[src/rtl/reg_file_sb.sv]
// reg_file_sb: multi-port integer register file with write-through bypass
// and an issue/writeback busy scoreboard; x0 is hardwired to zero and never busy.
module reg_file_sb #(
   parameter int XLEN = 32,
   parameter int NREGS = 32,
   parameter int NRP = 2,
   parameter int NWP = 1,
   localparam int AW = $clog2(NREGS)
) (
   input  logic                clk,
   input  logic                rst_n,
   input  logic [NRP*AW-1:0]   raddr,
   output logic [NRP*XLEN-1:0] rdata,
   output logic [NRP-1:0]      rbusy,
   input  logic [NWP-1:0]      wen,
   input  logic [NWP*AW-1:0]   waddr,
   input  logic [NWP*XLEN-1:0] wdata,
   input  logic                iss_valid,
   input  logic [AW-1:0]       iss_rd,
   input  logic                flush
);
   logic [XLEN-1:0] regs_q [NREGS];
   logic [XLEN-1:0] regs_d [NREGS];
   logic [NREGS-1:0] busy_q, busy_d;

   always_comb begin
      regs_d = regs_q;
      busy_d = busy_q;
      for (int p = 0; p < NWP; p++)
         if (wen[p]) begin
            regs_d[waddr[p*AW +: AW]] = wdata[p*XLEN +: XLEN];
            busy_d[waddr[p*AW +: AW]] = 1'b0;
         end
      // a younger producer's set overrides the same-cycle writeback clear
      if (iss_valid) busy_d[iss_rd] = 1'b1;
      if (flush) busy_d = '0;
      regs_d[0] = '0;
      busy_d[0] = 1'b0;
   end

   always_comb begin
      rdata = '0;
      rbusy = '0;
      for (int i = 0; i < NRP; i++) begin
         rdata[i*XLEN +: XLEN] = regs_q[raddr[i*AW +: AW]];
         rbusy[i] = busy_q[raddr[i*AW +: AW]];
         for (int p = 0; p < NWP; p++)
            if (wen[p] && waddr[p*AW +: AW] == raddr[i*AW +: AW] && raddr[i*AW +: AW] != '0) begin
               rdata[i*XLEN +: XLEN] = wdata[p*XLEN +: XLEN];
               rbusy[i] = 1'b0;
            end
      end
      // bypass must not leak write data while the array is held in reset
      if (!rst_n) begin
         rdata = '0;
         rbusy = '0;
      end
   end

   always_ff @(posedge clk or negedge rst_n)
      if (!rst_n) begin
         regs_q <= '{default: '0};
         busy_q <= '0;
      end else begin
         regs_q <= regs_d;
         busy_q <= busy_d;
      end
endmodule

[config.mk]
export PLATFORM = sky130hd
export DESIGN_NAME = reg_file_sb
export DESIGN_NICKNAME = d
export VERILOG_FILES = /design/src/rtl/reg_file_sb.sv
export SDC_FILE = /design/constraint.sdc
export NUM_CORES = 2
export LEC_CHECK = 0
export CORE_MARGIN = 4
export CORE_UTILIZATION = 57
export DETAILED_ROUTE_END_ITERATION = 10
export GPL_TIMING_DRIVEN = 0
export PLACE_DENSITY = 0.77
export SYNTH_ARGS = -nofsm -noshare
export SYNTH_HDL_FRONTEND = slang
export SYNTH_SLANG_ARGS = --single-unit
[constraint.sdc]
create_clock -name clk -period 3.75 [get_ports clk]
set_input_delay 1.125 -clock clk [delete_from_list [all_inputs] [get_ports clk]]
set_output_delay 1.125 -clock clk [all_outputs]
set_load 0.1 [all_outputs]
# == After elaboration in Yosys (flattened, before gate mapping) ==
# Cells that the tools add are included.
# totals
ff_bits,1023
in_bits,57
out_inout_bits,66
wordCells,85
# classes
magnitude_cmp,10
n_eq_ne,2
mux,26
bitwise_logic,6
n_reduce_logical,9
# ops
operator,n
bitwise mux 1024 bit,1
binary-select mux 32 bit (select 5 bit),2
2-to-1 mux 32 bit,10
demux 32 bit (select 5 bit),1
2-to-1 mux 64 bit,1
AND 32 bit,1
inverter 32 bit,1
OR 32 bit,1
"< comparator 5 x 6 -> 1 bit, second input constant",4
">= comparator 6 bit, second input constant",3
inverter 5 -> 6 bit,3
binary-select mux 1 bit (select 5 bit),2
demux 1 bit (select 5 bit),2
equality test 5 bit,2
">= comparator 5 x 1 -> 1 bit, second input constant",2
nonzero test 5 bit,2
logical AND 1 bit,7
"< comparator 6 x 1 -> 1 bit, second input constant",1
2-to-1 mux 1 bit,6
2-to-1 mux 2 bit,1

# == Longest topological paths before layout ==
# logic_depth
depth_word,10
ltp_mapped,9
mapped_depth_nobuf,5

# == Worst setup path after synthesis ==
# Ideal clock, no wire load.
# synth_timing
kind,input port to output port
startpoint,in raddr[5]
endpoint,out rdata[56]
t_arrival_ps,4159
t_required_ps,2625
setup_slack_ps,-1534
cell_stages,9
path_buffers,5
path_cell_list,buf_4 -> buf_12 -> buf_12 -> buf_12 -> buf_12 -> mux2i_1 -> a2111oi_0 -> o221ai_1 -> a31oi_1
# synth_via
elab_chain_cells,6
elab_cells_between_ends,10
cone_classes,1 x eq/ne; 5 x mux; 1 x bitwise; 3 x reduce/logical
# synth_rtl
element,line_no,text
"start, declared",12,"input logic [NRP*AW-1:0] raddr,"
inverter 5 -> 6 bit (not written as such),45,rdata[i*XLEN +: XLEN] = regs_q[raddr[i*AW +: AW]];
binary-select mux 32 bit (select 5 bit),45,
2-to-1 mux 32 bit (not written as such) (2 in a row),45,
2-to-1 mux 32 bit *,48,if (wen[p] && waddr[p*AW +: AW] == raddr[i*AW +: AW] && raddr[i*AW +: AW] != '0) begin
2-to-1 mux 64 bit *,54,if (!rst_n) begin
"end, declared",13,"output logic [NRP*XLEN-1:0] rdata,"
# Every way passes the cells marked *; elsewhere a longest branch is shown, timed or not. The select of a mux whose other input is x is not followed.

# == Worst setup path in the final report ==
# layout_timing
startpoint,in raddr[8]
endpoint,out rdata[36]
# The elaborated chain is that of the path after synthesis.

==> flow_summary.yaml <==
pwr:
  power.density_mw_per_mm2: 505
  vdd_drop_max_v: 0.000464
  leakagePower_uw: 0.0309
  finalPower_uw: 36600
flow_run:
  maxCapViolations: 2
route:
  drtPass1Iterations: 10
  drt_iter0_drc: 8416
  ant_nets: 0
  drc: 0
  num_vias: 47400
  vias_per_cell: 7.95
  wire_per_inst_um: 43.5
  routed_wl_mm: 259
worst_setup_path:
  end_kind: "output port"
  crit_required_ns: 2.62
  worstPathMaxFanout: 10
  r2r_cells: 1
  reg2reg_from: "regs_q[382]$_DFFE_PN0P_"
  r2r_end: "regs_q[382]$_DFFE_PN0P_"
  setup.worst_path.start_class: "input pin"
  crit_arrival_ns: 3.47
  path_class: "input pin to output port"
  rrSetupSlack_ns: 2.86
clock_tree:
  cts.clk_slew.worst_paths_ns: 0.06
  cts-root-buf: "clkbuf_16"
  cts.path.max_buffers: 3
  numCtsBuffers: 109
  clock_latency_ns: 0.71
  cts_num_sinks: 1023
  tritoncts: "built"
  htreeDepth: 3
min_path:
  hold_path_class: "input pin to asynchronous set/reset pin"
placement:
  port-buffer-count: 113
  place_congestion: 1.07
  hpwl_mm: 165
timing:
  hold_violations: 0
  maxSlewViolCount: 21
  min_period_ns: 4.59
  rsz0062_at_grt: "yes"
  setup_ws_ns: -0.840
  tns_ns: -42.41
  skew_ns: 0
  maxSlewHeadroom: -0.108
  finalCritPeriodShare: 1.22
  fmax_mhz: 218
  tightest_slew_ns: 1.66
  finalSetupViolCount: 76
cells_and_area:
  final_nets: 4637
  layout-drive-gt1-share: 0.545
  fillerInstances: 5643
  most-common-layout-cells: "mux2_2, dfrtp_1, mux2i_1"
  final_common_cell: "mux2_2"
  syn2layout_area_growth_pct: 29.6
logic_synthesis:
  avgSynthCellArea_um2: 13.5
  synth_warnings: 0
  ys_top_cells_by_area: "dfrtp_1, mux2_2, mux4_2"
  ys_seq_area_frac: 0.457
  synth_edf_count: 0
  ys_ff_latch: 1023
  synth.distinct_cells: 56
  synth_top_area_cell: "dfrtp_1"
  synth_top_area_frac: 0.457
  syn_area_mm2: 0.0560
  async_reset_ff_frac: 1.00
  synth_fp_nets: 4198
  syn_inst: 4141
  synthFlopType: "dfrtp_1"
floorplanning:
  dieArea_mm2: 0.103
  die_w_um: 321
  num_rows: 114
  ios: 123
  start_util: 0.576
  core-area_mm2: 0.0971
  die_h_um: 321
global_routing:
  grt_pass1_wl_mm: 349
  antenna_found_initial: 15
  grt.total_usage: 0.484
  grt_pass1_vias: 45800
  grt_start_max_net_pins: 162
  grt_overflow: 0
status:
  status: "complete, but fails checks"
  violations: "max-capacitance violations, max-slew violations, negative setup slack"
## cells in the mapped netlist (all sizes together), types with 22 or more instances
cell type	count
o21ai	83
a2111oi	28
nor2	108
mux2i	349
a211oi	38
o221ai	66
clkbuf	206
a22oi	78
a21oi	50
o211ai	22
nor2b	37
a221oi	61
a31oi	38
o22ai	81
o221a	31
buf	241
nand2	65
or3	28
dfrtp	1023
mux2	1113
mux4	269
## through the flow
step,worst slack (ns),instances,utilization,instance area (um^2),hold WS [ns]
4_1_cts,-0.659,5858,0.724,70400,0.297
6_report,-0.840,5966,0.747,72600,0.306
3_5_place_dp,-4.03,5536,0.619,60100,0.504
2_1_floorplan,-0.491,4141,-,57200,0.470
3_3_place_gp,-45.25,5530,0.617,59900,0.491
5_1_grt,-0.752,5955,0.747,72500,0.306
## critical path: stages
cell,delay [ns]
buf_4,0.17
or2_4,0.34
o31ai_1,0.31
a211o_1,0.24
clkbuf_2,0.35
o21ai_0,0.26
a31oi_4,0.42
buf_12,0.23
## state kept, by name (all words and copies together) (netlist names)
register / flops
busy_q: 31
regs_q: 992
## power breakdown
part	switching, uW	total, uW	internal (uW)
combinational	4930	9780	4850
sequential	1890	15000	13100
clock	4960	11800	6840
## logic make-up after synthesis
family / Yosys count / share of synthesized area
multiplexers: 1731 / 0.394
flip-flops: 1023 / 0.457
AO/OA/AOI/OAI: 624 / 0.0821
buffers and inverters: 450 / 0.0386
AND/OR/NAND/NOR: 304 / 0.0263
XOR/XNOR: 9 / 0.00141
## layout make-up
class / count / area [um^2] / area share
well taps: 1276 / 1600 / 0.0220
diodes: 16 / 40.0 / 0.000552
clock buffers: 162 / 3260 / 0.0449
multi-input cells: 2668 / 31800 / 0.438
clock inverters: 43 / 597 / 0.00823
repair buffers: 337 / 5010 / 0.0691
inverters: 3 / 15.0 / 0.000207
flip-flops and latches: 1023 / 25600 / 0.353
plain buffers: 438 / 4680 / 0.0646
## worst max path at each step
stage               startpoint                 endpoint  depth (start not counted)
floorplan             raddr[5]                rdata[56]                          9
global placement         rst_n  regs_q[170]$_DFFE_PN0P_                          1
detailed placement    raddr[7]                rdata[36]                          9
CTS                   raddr[5]                rdata[51]                         10
global route          raddr[8]                rdata[36]                          8
finish                raddr[8]                rdata[36]                          8
## timing repair
item	4_1_cts	5_1_grt
gates resized for setup	1546	275
hold buffers	0	0
endpoints found under the setup margin	66	66
pin swaps	138	139
setup buffers	85	102
cloned	36	10
## layer usage
metal  share of wire  GRT usage  wire length, um
met1            0.33      0.577            84500
met2            0.39      0.649           101000
met3            0.17      0.260            43500
met4            0.11      0.378            29200
met5          0.0025     0.0264              650
Power figures use the tool's default switching activity.
